**config.mk**
```make
export PLATFORM = sky130hd
export DESIGN_NAME = alu_seq_flat
export DESIGN_NICKNAME = d
export VERILOG_FILES = /design/src/rtl/alu_seq_pkg.sv /design/src/rtl/alu_seq_if.sv /design/src/rtl/alu_seq_iter.sv /design/src/rtl/alu_seq.sv /design/src/flat_wrapper.sv
export SDC_FILE = /design/constraint.sdc
export NUM_CORES = 1
export LEC_CHECK = 0
export CORE_UTILIZATION = 64
export DETAILED_ROUTE_END_ITERATION = 6
export HOLD_SLACK_MARGIN = 0.15
export PLACE_DENSITY = 0.94
export SYNTH_ARGS = -nofsm -noshare
export SYNTH_HDL_FRONTEND = slang
export SYNTH_SLANG_ARGS = --single-unit
export TNS_END_PERCENT = 1
```
**constraint.sdc**
```tcl
create_clock -name clk -period 6.37 [get_ports clk]
set_clock_uncertainty 0.1 [all_clocks]
set_input_delay 0.9555 -clock clk [delete_from_list [all_inputs] [get_ports clk]]
set_output_delay 0.9555 -clock clk [all_outputs]
set_load 0.05 [all_outputs]
```
**src/rtl/alu_seq_pkg.sv**
```systemverilog
// alu_seq_pkg: shared operation codes and FSM state type for the sequential
// accumulator ALU and its iterative multiply/divide datapath.
package alu_seq_pkg;

  localparam int MODE_W = 4;

  localparam logic [MODE_W-1:0] MODE_ADD   = 4'd0;
  localparam logic [MODE_W-1:0] MODE_ASHL  = 4'd1;
  localparam logic [MODE_W-1:0] MODE_XNOR  = 4'd2;
  localparam logic [MODE_W-1:0] MODE_SHR   = 4'd3;
  localparam logic [MODE_W-1:0] MODE_LOAD  = 4'd4;
  localparam logic [MODE_W-1:0] MODE_STORE = 4'd5;
  localparam logic [MODE_W-1:0] MODE_NEG   = 4'd6;
  localparam logic [MODE_W-1:0] MODE_SUB   = 4'd7;
  localparam logic [MODE_W-1:0] MODE_MUL   = 4'd8;
  localparam logic [MODE_W-1:0] MODE_DIV   = 4'd9;

  typedef enum logic {
    IDLE = 1'b0,
    ITER = 1'b1
  } state_t;

endpackage

```
**src/rtl/alu_seq_if.sv**
```systemverilog
// alu_seq_if: request/response bundle between the control unit (master)
// and the ALU (slave). Operands and mode travel with start; the ALU returns
// busy/done and the registered result, extend bit and flags.
interface alu_seq_if
  import alu_seq_pkg::*;
#(
  parameter int WIDTH = 8
) ();

  logic              start;
  logic [MODE_W-1:0] mode;
  logic [WIDTH-1:0]  ac;
  logic [WIDTH-1:0]  dr;
  logic              busy;
  logic              done;
  logic [WIDTH-1:0]  result;
  logic              e;
  logic              zero;
  logic              err;

  modport master (
    output start, mode, ac, dr,
    input  busy, done, result, e, zero, err
  );

  modport slave (
    input  start, mode, ac, dr,
    output busy, done, result, e, zero, err
  );

endinterface

```
**src/rtl/alu_seq_iter.sv**
```systemverilog
// alu_seq_iter: one-bit-per-cycle unsigned multiply (shift-add) and
// restoring divide. The hi register holds the upper product half or the
// running remainder; lo holds the multiplier/product-low or the
// dividend/quotient. The *_nxt outputs are the values after the current
// step, so the owner can capture the final answer on the last step.
module alu_seq_iter #(
  parameter int WIDTH = 8
) (
  input  logic             clk,
  input  logic             rst,
  input  logic             load,
  input  logic             step,
  input  logic             is_div,
  input  logic [WIDTH-1:0] a,
  input  logic [WIDTH-1:0] b,
  output logic             last,
  output logic [WIDTH-1:0] hi_nxt,
  output logic [WIDTH-1:0] lo_nxt
);

  localparam int CNT_W = $clog2(WIDTH + 1);

  logic [CNT_W-1:0] cnt;
  logic             div_q;
  logic [WIDTH-1:0] hi_q;
  logic [WIDTH-1:0] lo_q;
  logic [WIDTH-1:0] b_q;
  logic [WIDTH-1:0] addend;
  logic [WIDTH:0]   mul_sum;
  logic [WIDTH:0]   div_shl;
  logic [WIDTH:0]   div_diff;

  // Iteration counter: loaded with WIDTH, counts steps down to zero.
  always_ff @(posedge clk or posedge rst) begin
    if (rst) begin
      cnt <= '0;
    end else if (load) begin
      cnt <= CNT_W'(WIDTH);
    end else if (step && (cnt != '0)) begin
      cnt <= cnt - CNT_W'(1);
    end
  end

  // Operand/partial-result registers; contents are don't-care until a load.
  always_ff @(posedge clk) begin
    if (load) begin
      hi_q  <= '0;
      lo_q  <= a;
      b_q   <= b;
      div_q <= is_div;
    end else if (step) begin
      hi_q  <= hi_nxt;
      lo_q  <= lo_nxt;
    end
  end

  // One shift-add or one restoring-subtract step. The remainder is always
  // below the divisor, so the shifted value fits in WIDTH+1 bits and the
  // difference fits back into WIDTH bits.
  always_comb begin
    addend   = lo_q[0] ? b_q : '0;
    mul_sum  = {1'b0, hi_q} + {1'b0, addend};
    div_shl  = {hi_q, lo_q[WIDTH-1]};
    div_diff = div_shl - {1'b0, b_q};
    if (div_q) begin
      if (div_shl >= {1'b0, b_q}) begin
        hi_nxt = div_diff[WIDTH-1:0];
        lo_nxt = {lo_q[WIDTH-2:0], 1'b1};
      end else begin
        hi_nxt = div_shl[WIDTH-1:0];
        lo_nxt = {lo_q[WIDTH-2:0], 1'b0};
      end
    end else begin
      hi_nxt = mul_sum[WIDTH:1];
      lo_nxt = {mul_sum[0], lo_q[WIDTH-1:1]};
    end
  end

  assign last = (cnt == CNT_W'(1));

endmodule

```
**src/rtl/alu_seq.sv**
```systemverilog
// alu_seq: clocked accumulator ALU. Single-cycle ops complete one cycle
// after start; MUL/DIV run WIDTH steps in alu_seq_iter and report done
// WIDTH+1 cycles after start. Result, extend bit and flags are registered
// and hold between operations.
module alu_seq
  import alu_seq_pkg::*;
#(
  parameter int WIDTH = 8
) (
  input  logic      clk,
  input  logic      rst,
  alu_seq_if.slave  bus
);

  state_t           state;
  state_t           state_nxt;
  logic             load;
  logic             step;
  logic             finish;
  logic             wr_single;
  logic             wr_div0;
  logic             wr_rsvd;
  logic             last;
  logic [WIDTH-1:0] hi_nxt;
  logic [WIDTH-1:0] lo_nxt;
  logic [WIDTH:0]   single_p0;
  logic [WIDTH-1:0] res_p1;
  logic             e_p1;
  logic             zero_p1;
  logic             err_p1;
  logic             vld_p1;

  // Single-cycle ops: returns {e, result}.
  function automatic logic [WIDTH:0] single_op(
    input logic [MODE_W-1:0] m,
    input logic [WIDTH-1:0]  a,
    input logic [WIDTH-1:0]  d
  );
    logic [WIDTH:0] r;
    r = '0;
    case (m)
      MODE_ADD:   r = {1'b0, a} + {1'b0, d};
      MODE_ASHL:  r = {d, 1'b0};
      MODE_XNOR:  r = {1'b0, ~(a ^ d)};
      MODE_SHR:   r = {d[0], 1'b0, d[WIDTH-1:1]};
      MODE_LOAD:  r = {1'b0, d};
      MODE_STORE: r = {1'b0, a};
      MODE_NEG:   r = {(d == '0), (~d + WIDTH'(1))};
      MODE_SUB:   r = {(a >= d), (a - d)};
      default:    r = '0;
    endcase
    return r;
  endfunction

  alu_seq_iter #(
    .WIDTH (WIDTH)
  ) u_iter (
    .clk    (clk),
    .rst    (rst),
    .load   (load),
    .step   (step),
    .is_div (bus.mode == MODE_DIV),
    .a      (bus.ac),
    .b      (bus.dr),
    .last   (last),
    .hi_nxt (hi_nxt),
    .lo_nxt (lo_nxt)
  );

  assign single_p0 = single_op(bus.mode, bus.ac, bus.dr);

  // FSM state register.
  always_ff @(posedge clk or posedge rst) begin
    if (rst) begin
      state <= IDLE;
    end else begin
      state <= state_nxt;
    end
  end

  // Next-state and per-cycle control: classify the request in IDLE,
  // step the datapath in ITER and finish on the last step.
  always_comb begin
    state_nxt = state;
    load      = 1'b0;
    step      = 1'b0;
    finish    = 1'b0;
    wr_single = 1'b0;
    wr_div0   = 1'b0;
    wr_rsvd   = 1'b0;
    case (state)
      IDLE: begin
        if (bus.start) begin
          if (bus.mode <= MODE_SUB) begin
            wr_single = 1'b1;
          end else if ((bus.mode == MODE_MUL) ||
                       ((bus.mode == MODE_DIV) && (bus.dr != '0))) begin
            load      = 1'b1;
            state_nxt = ITER;
          end else if (bus.mode == MODE_DIV) begin
            wr_div0 = 1'b1;
          end else begin
            wr_rsvd = 1'b1;
          end
        end
      end
      ITER: begin
        step = 1'b1;
        if (last) begin
          finish    = 1'b1;
          state_nxt = IDLE;
        end
      end
      default: state_nxt = IDLE;
    endcase
  end

  // Output stage: result/flags update with a one-cycle done pulse;
  // reserved modes keep result/e/zero and only raise err.
  always_ff @(posedge clk or posedge rst) begin
    if (rst) begin
      res_p1  <= '0;
      e_p1    <= 1'b0;
      zero_p1 <= 1'b1;
      err_p1  <= 1'b0;
      vld_p1  <= 1'b0;
    end else begin
      vld_p1 <= 1'b0;
      if (wr_single) begin
        res_p1  <= single_p0[WIDTH-1:0];
        e_p1    <= single_p0[WIDTH];
        zero_p1 <= (single_p0[WIDTH-1:0] == '0);
        err_p1  <= 1'b0;
        vld_p1  <= 1'b1;
      end else if (wr_div0) begin
        res_p1  <= '1;
        e_p1    <= 1'b1;
        zero_p1 <= 1'b0;
        err_p1  <= 1'b1;
        vld_p1  <= 1'b1;
      end else if (wr_rsvd) begin
        err_p1  <= 1'b1;
        vld_p1  <= 1'b1;
      end else if (finish) begin
        res_p1  <= lo_nxt;
        e_p1    <= |hi_nxt;
        zero_p1 <= (lo_nxt == '0);
        err_p1  <= 1'b0;
        vld_p1  <= 1'b1;
      end
    end
  end

  assign bus.busy   = (state == ITER);
  assign bus.done   = vld_p1;
  assign bus.result = res_p1;
  assign bus.e      = e_p1;
  assign bus.zero   = zero_p1;
  assign bus.err    = err_p1;

endmodule

```
**src/flat_wrapper.sv**
```systemverilog
// flat-port wrapper written by rule: the top's interface ports become plain ports
module alu_seq_flat import alu_seq_pkg::*;
#(
  parameter int WIDTH = 8
)
  (clk, rst, bus_start, bus_mode, bus_ac, bus_dr, bus_busy, bus_done, bus_result, bus_e, bus_zero, bus_err);
  alu_seq_if #(.WIDTH(WIDTH)) bus_i ();
  input  logic clk;
  input  logic rst;
  input wire logic [$bits(bus_i.start)-1:0] bus_start;
  input wire logic [$bits(bus_i.mode)-1:0] bus_mode;
  input wire logic [$bits(bus_i.ac)-1:0] bus_ac;
  input wire logic [$bits(bus_i.dr)-1:0] bus_dr;
  output wire logic [$bits(bus_i.busy)-1:0] bus_busy;
  output wire logic [$bits(bus_i.done)-1:0] bus_done;
  output wire logic [$bits(bus_i.result)-1:0] bus_result;
  output wire logic [$bits(bus_i.e)-1:0] bus_e;
  output wire logic [$bits(bus_i.zero)-1:0] bus_zero;
  output wire logic [$bits(bus_i.err)-1:0] bus_err;
  assign bus_i.start = bus_start;
  assign bus_i.mode = bus_mode;
  assign bus_i.ac = bus_ac;
  assign bus_i.dr = bus_dr;
  assign bus_busy = bus_i.busy;
  assign bus_done = bus_i.done;
  assign bus_result = bus_i.result;
  assign bus_e = bus_i.e;
  assign bus_zero = bus_i.zero;
  assign bus_err = bus_i.err;
  alu_seq #(.WIDTH(WIDTH)) u_core (.clk(clk), .rst(rst), .bus(bus_i));
endmodule
```
==> metrics.yaml, run 1 <==
placement:
  place.gp.congestion: 1.05
  io_buffers: 35
  place_area_sq_um: 4530
  dp_cells: 603
  hpwl_microns: 9630
  place_ws_ns: 2.15
grt:
  antenna_found_initial: 0
  grt_max_degree: 31
  grt_pass1_wl_microns: 18600
  grt-ovfl-total: 0
  gr-usage-all-layers_pct: 37.3
  grt_pass1_vias: 3786
setup_path:
  arrival_ns: 3.83
  crit_path_start_kind: "input pin"
  path_common_cell: "inv_1"
  crit_family: "buffers and inverters"
  end_kind: "flip-flop"
  worst_r2r_path_depth: 11
  path_max_fanout: 18
  worstSetupPathType: "in -> reg"
  critPathMaxStageDelay_ns: 0.76
  worst-path-buf-inv: 3
  slowest_stage: "clkdlybuf4s50_1"
  cp.required_ns: 6.23
  path_cells: "clkdlybuf4s50_1 -> inv_1 -> ha_1 -> nor4b_4 -> a211oi_1 -> nand2_1 -> inv_1"
  path_depth: 7
floorplanning:
  die_w_microns: 82.7
  fp-row-count: 29
  die_h_microns: 82.7
  core_area_sq_um: 6310
  start_util_pct: 66.1
  die-area_sq_um: 6840
  design.portCount: 36
worst_hold_path:
  hold_path_depth: 1
  hold_class: "reg -> reg"
power_and_ir_drop:
  internal_power_mw: 0.954
  seq_power_share_pct: 28.4
  p_comb_share_pct: 60.4
  p_sw_share_pct: 48.3
  vdd_drop_max_v: 0.000354
  powerDensity_nw_per_um2: 397
  switchingPower_mw: 0.892
  pwr-share-clk_pct: 11.2
  leakagePower_nw: 1.94
route:
  drc: 0
  routed_wl_microns: 12300
  drtPass1Iterations: 5
  vias: 4148
  ant_nets: 0
  drtIter0Drc: 343
  wl_per_cell_microns: 20.1
  avgViaCountPerCell: 6.79
final_layout:
  regArea_sq_um: 1100
  fin_nets: 596
  antenna_cells: 0
  fillCellCount: 499
  stdcell_count: 611
  finalInstanceArea_sq_um: 4650
  multi_input_area_sq_um: 2850
  area_growth_pct: 11.4
  drive_above_1_share_pct: 4.12
logic_synthesis:
  synth_cells: 511
  yosysSeqAreaShare_pct: 26.3
  avgSynthCellArea_sq_um: 8.16
  synth_edf_count: 17
  ys_ff_latch: 42
  syn-cell-area_sq_um: 4170
  synth_nets: 574
  yosysUniqueCellTypes: 68
  async_flop_share_pct: 40.5
  synth_ff_type: "edfxtp_1"
  yosys_warnings: 0
sta:
  fin_ws_ns: 2.40
  period_needed_ns: 3.97
  fmax_ghz: 0.252
  slew_violations: 0
  worstMarginPinSlew_ns: 1.07
  finalHoldViolCount: 0
  finalCritPeriodShare_pct: 62.4
  maxSlewHeadroom_pct: 28.6
  setup_viol: 0
  rsz0062_at_grt: "no"
  setup_tns_ns: 0
clocking:
  clockRootBuffer: "clkbuf_8"
  cts_tree: "built"
  cts_resized: 0
  cts_sinks: 42
  path_clk_slew_ns: 0.09
  htreeDepth: 2
  insertion_delay_ns: 0.30
  clockBufferDepth: 2
  hold_buffers: 0
  cts_made_buffers: 5
  post_cts_buffers: 0
job:
  drv_cap: 0
run_status:
  status: "complete, no violations"
## placed cells by master (no fill, tap or decap), types with 5 or more instances in the layout
| cell | instances |
|---|---|
| clkdlybuf4s50_1 | 35 |
| o21a_1 | 7 |
| a22o_1 | 11 |
| nand2_1 | 40 |
| a21o_1 | 7 |
| or3_1 | 5 |
| o21bai_1 | 5 |
| and2_1 | 9 |
| a21oi_1 | 35 |
| a31oi_1 | 7 |
| nor3_1 | 15 |
| clkbuf_8 | 5 |
| nor2_1 | 56 |
| inv_1 | 35 |
| edfxtp_1 | 17 |
| xnor2_1 | 15 |
| nand4_1 | 5 |
| dfxtp_1 | 8 |
| nor2b_1 | 12 |
| a211oi_1 | 11 |
| nand3_1 | 12 |
| dfrtp_1 | 16 |
| nand2b_1 | 8 |
| o31a_1 | 6 |
| mux2i_1 | 13 |
| o21ai_0 | 23 |
| ha_1 | 36 |
## cell usage after synthesis (all sizes together), types with 11 or more instances
library cell	instances	area, sq um
nor2	56	210
nand2	40	150
a21oi	37	193
ha	36	450
inv	35	131
o21ai	23	115
edfxtp	17	510
dfrtp	16	400
nor3	15	75.1
xnor2	15	131
buf	13	61.3
mux2i	13	130
nand3	12	60.1
nor2b	12	75.1
a211oi	11	82.6
a22o	11	96.3
## logic make-up after synthesis
group | count (synthesis) | share of synthesized area (%)
AO/OA/AOI/OAI | 155 | 26.0
XOR/XNOR | 19 | 3.99
adder cells (fa/ha/maj) | 40 | 12.7
buffers and inverters | 56 | 5.34
flip-flops | 42 | 26.3
multiplexers | 14 | 3.39
AND/OR/NAND/NOR | 185 | 22.2
## flip-flops by register name (all words and copies together) (netlist names)
| signal | count |
|---|---|
| u_core.u_iter.cnt | 4 |
| u_core.bus.zero | 1 |
| u_core.u_iter.hi_q | 8 |
| u_core.bus.done | 1 |
| u_core.bus.e | 1 |
| u_core.u_iter.b_q | 8 |
| u_core.u_iter.div_q | 1 |
| u_core.bus.busy | 1 |
| u_core.bus.result | 8 |
| u_core.u_iter.lo_q | 8 |
| u_core.bus.err | 1 |
## final cells by class
class | count | area share (%)
well taps | 77 | 2.07
repair buffers | 36 | 7.70
inverters | 35 | 2.83
clock inverters | 2 | 0.404
flip-flops and latches | 42 | 23.6
multi-input cells | 413 | 61.4
clock buffers | 6 | 2.02
## metal layers
metal | global-route usage (%) | share of wire (%) | up-vias
met5 | 0 | 0 | -
met4 | 19.0 | 4.8 | 0
met3 | 7.14 | 8.5 | 57
met2 | 63.4 | 47 | 241
met1 | 44.7 | 39 | 1915
li1 | - | - | 1935
## path summary, 6_finish.rpt
path | startpoint | end | slack (ns)
max | bus_dr[1] | u_core.u_iter.b_q[0]$_DFFE_PP_ | 2.40
min | u_core.bus.result[6]$_DFFE_PP0P_ | u_core.bus.result[6]$_DFFE_PP0P_ | 0.41
max reg2reg | u_core.u_iter.lo_q[0]$_DFFE_PP_ | u_core.bus.e$_DFFE_PP0P_ | 3.37
min reg2reg | u_core.bus.result[6]$_DFFE_PP0P_ | u_core.bus.result[6]$_DFFE_PP0P_ | 0.41
max in group asynchronous | rst | u_core.u_iter.cnt[3]$_DFFE_PP0P_ | 4.74
min in group asynchronous | rst | u_core.bus.result[1]$_DFFE_PP0P_ | 0.96
## power by group through the flow
stage               clock (mW)  combinational (mW)  sequential (mW)
floorplan                    0               0.674            0.621
global placement             0                1.05            0.515
detailed placement           0                1.09            0.523
CTS                      0.208                1.10            0.518
global route             0.218                1.22            0.530
finish                   0.207                1.12            0.524
## stage by stage
step | util [%] | power (mW) | hold slack, ns
after detailed placement | 71.8 | 1.62 | 0.390
after floorplan | - | 1.29 | 0.372
after CTS | 73.6 | 1.83 | 0.414
after global routing | 73.6 | 1.96 | 0.430
final | 73.6 | 1.85 | 0.411
after global placement | 71.8 | 1.57 | 0.364
No activity file was read; power rests on OpenSTA's default activity.
==> inputs of run 2 (changes only) <==
--- a/config.mk
+++ b/config.mk
@@ -5,10 +5,10 @@
 export SDC_FILE = /design/constraint.sdc
 export NUM_CORES = 1
 export LEC_CHECK = 0
-export CORE_UTILIZATION = 64
+export CORE_UTILIZATION = 54
 export DETAILED_ROUTE_END_ITERATION = 6
 export HOLD_SLACK_MARGIN = 0.15
-export PLACE_DENSITY = 0.94
+export PLACE_DENSITY = 0.85
 export SYNTH_ARGS = -nofsm -noshare
 export SYNTH_HDL_FRONTEND = slang
 export SYNTH_SLANG_ARGS = --single-unit
==> constraint.sdc (replaced) <==
create_clock -name clk -period 3.31 [get_ports clk]
set_clock_uncertainty 0.1 [all_clocks]
set_input_delay 0.4965 -clock clk [delete_from_list [all_inputs] [get_ports clk]]
set_output_delay 0.4965 -clock clk [all_outputs]
set_load 0.05 [all_outputs]
==> run 2 against run 1 <==
Against the previous run:
- non-clock buffer count rose by 38
- clock power rose by 63%
- global-route usage fell by 3.8 points
- final area rose by 6.2%
- power increased by 92%
- sequential power rose by 90%
- wire length up 7.7%
- die area rose by 18%
- via count up 3.3%
==> metrics.yaml, run 2 (same netlist as run 1, synthesis figures left out) <==
route:
  drtPass1Iterations: 6  # was 5
  vias: 4286  # was 4148
  wl_per_cell_microns: 19.7  # was 20.1 microns
  avgViaCountPerCell: 6.39  # was 6.79
  drc: 0  # unchanged
  ant_nets: 0  # unchanged
  drtIter0Drc: 361  # was 343
  routed_wl_microns: 13200  # was 12300 microns
sta:
  fmax_ghz: 0.310
  fin_ws_ns: 0.0883  # was 2.40 ns
  worstMarginPinSlew_ns: 0.796  # was 1.07 ns
  period_needed_ns: 3.22
  finalHoldViolCount: 0  # unchanged
  maxSlewHeadroom_pct: 46.9  # was 28.6%
  whs_ns: 0.391  # was 0.411 ns
  setup_viol: 0  # unchanged
  slew_violations: 0  # unchanged
  rsz0062_at_grt: "no"  # unchanged
  finalCritPeriodShare_pct: 97.3
floorplanning:
  fp-row-count: 31  # was 29
  die_h_microns: 89.9  # was 82.7 microns
  core_area_sq_um: 7370  # was 6310 sq um
  start_util_pct: 56.6  # was 66.1%
  die-area_sq_um: 8080  # was 6840 sq um
  die_w_microns: 89.9  # was 82.7 microns
  design.portCount: 36  # unchanged
clocking:
  hold_buffers: 0  # unchanged
  cts_made_buffers: 5  # unchanged
  path_clk_slew_ns: 0.09  # about the same
  clockRootBuffer: "clkbuf_8"  # unchanged
  post_cts_buffers: 0  # unchanged
  cts_sinks: 42  # unchanged
  insertion_delay_ns: 0.30  # about the same
  clockBufferDepth: 2  # unchanged
  htreeDepth: 2  # unchanged
  cts_tree: "built"  # unchanged
setup_path:
  cp.required_ns: 3.36  # was 6.23 ns
  slowest_stage: "a2111oi_1"  # was clkdlybuf4s50_1
  critPathMaxStageDelay_ns: 0.58  # was 0.76 ns
  end_kind: "flip-flop"  # unchanged
  path_common_cell: "o31a_1"  # was inv_1
  worstSetupPathType: "reg -> reg"  # was in -> reg
  arrival_ns: 3.27  # was 3.83 ns
  path_max_fanout: 9  # was 18
  path_cells: "and2_1 -> ha_1 -> inv_1 -> fa_1 -> nor2b_1 -> o31a_1 -> o31a_1 -> o311ai_0 -> a2111oi_1 -> a31oi_1"  # was clkdlybuf4s50_1 -> inv_1 -> ha_1 -> nor4b_4 -> a211oi_1 -> nand2_1 -> inv_1
  crit_path_start_kind: "flip-flop"  # was input pin
job:
  drv_cap: 0  # unchanged
final_layout:
  area_growth_pct: 18.3  # was 11.4%
  fin_nets: 634  # was 596
  antenna_cells: 0  # unchanged
  final_cell_mix: "nor2_1 (56), nand2_1 (40), buf_4 (39), ha_1 (36)"  # was nor2_1 (56), nand2_1 (40), ha_1 (36)
  final_util_pct: 67.0  # was 73.6%
  final_common_cell: "nor2_1"  # unchanged
  drive_above_1_share_pct: 10.5  # was 4.12%
  finalInstanceArea_sq_um: 4930  # was 4650 sq um
placement:
  place.gp.congestion: 1.11  # was 1.05
  hpwl_microns: 10800  # was 9630 microns
  place_ws_ns: -0.0385  # was 2.15 ns
  io_buffers: 35  # unchanged
  place_area_sq_um: 4850  # was 4530 sq um
run_status:
  status: "complete, no violations"  # unchanged
power_and_ir_drop:
  powerDensity_nw_per_um2: 718  # was 397 nW/um^2
  vdd_drop_max_v: 0.000294  # was 0.000354 V
  leakagePower_nw: 2.12  # was 1.94 nW
grt:
  grt-ovfl-total: 0  # unchanged
  gr-usage-met2_pct: 58.6  # was 63.4%
  use_met1_pct: 41.3  # was 44.7%
  grt_max_degree: 22  # was 31
  gr-usage-all-layers_pct: 33.5  # was 37.3%
  grt_pass1_vias: 4277  # was 3786
  met3_usage_pct: 2.96  # was 7.14%
  grt_pass1_wl_microns: 21700  # was 18600 microns
  gr-max-usage-layer: "met2"  # unchanged
  antenna_found_initial: 0  # unchanged
worst_hold_path:
  hold_class: "reg -> reg"  # unchanged
[run 2: changes by cell type in the layout (fill, tap and decap cells not counted), sizes merged]
cell | previous run | this run
buf | 1 | 39
clkbuf | 6 | 5
clkinv | 0 | 2
clkinvlp | 1 | 0
[run 2: repair_timing]
action	CTS	global route
setup endpoints to repair	0	1
hold endpoints to repair	0	0
gates resized for setup	0	1
[run 2: worst paths after layout]
| check | start | end | slack (ns) | cells after the start |
|---|---|---|---|---|
| max reg2reg | u_core.u_iter.lo_q[0]$_DFFE_PP_ | u_core.bus.e$_DFFE_PP0P_ | 0.09 | 10 |
| max | u_core.u_iter.lo_q[0]$_DFFE_PP_ | u_core.bus.e$_DFFE_PP0P_ | 0.09 | 10 |
| max in group asynchronous | rst | u_core.u_iter.cnt[0]$_DFFE_PP0P_ | 2.19 | 2 |
| min in group asynchronous | rst | u_core.bus.e$_DFFE_PP0P_ | 0.48 | 2 |
| min | u_core.bus.result[2]$_DFFE_PP0P_ | u_core.bus.result[2]$_DFFE_PP0P_ | 0.39 | 2 |
| min reg2reg | u_core.bus.result[2]$_DFFE_PP0P_ | u_core.bus.result[2]$_DFFE_PP0P_ | 0.39 | 2 |
[run 2: power breakdown]
part	internal [mW]	switching, mW
sequential	0.789	0.207
clock	0.149	0.189
combinational	0.890	1.32
total	1.83	1.72
[run 2: final cells by class]
type	instances	area, sq um
Clock buffer	5	68.8
Clock inverter	3	18.8
Inverter	35	131
Multi-Input combinational cell	413	2850
Fill cell	627	2430
Tap cell	99	124
Timing Repair Buffer	74	643
Sequential cell	42	1100
[run 2: per-stage QoR]
step                      power, mW  TNS [ns]  cells
after detailed placement       3.16   -0.0385    663
after floorplan                2.49         0    511
after global routing           3.77         0    671
after CTS                      3.51         0    671
after global placement         3.08         0    663
final                          3.55         0    671
[run 2: critical path: cells and delay by family (launching register included)]
family | cells | cell delay (ns)
AOI/OAI and AO/OA | 5 | 1.45
and+or+nand+nor | 2 | 0.39
buffers and inverters | 1 | 0.06
adders and majority gates | 2 | 0.55
DFF | 1 | 0.51
[run 2: routing by layer]
metal,part of all wire [%],up-vias
li1,-,2006
met1,41,2004
met2,48,227
met3,6.5,49
met4,4.8,0
met5,0,-
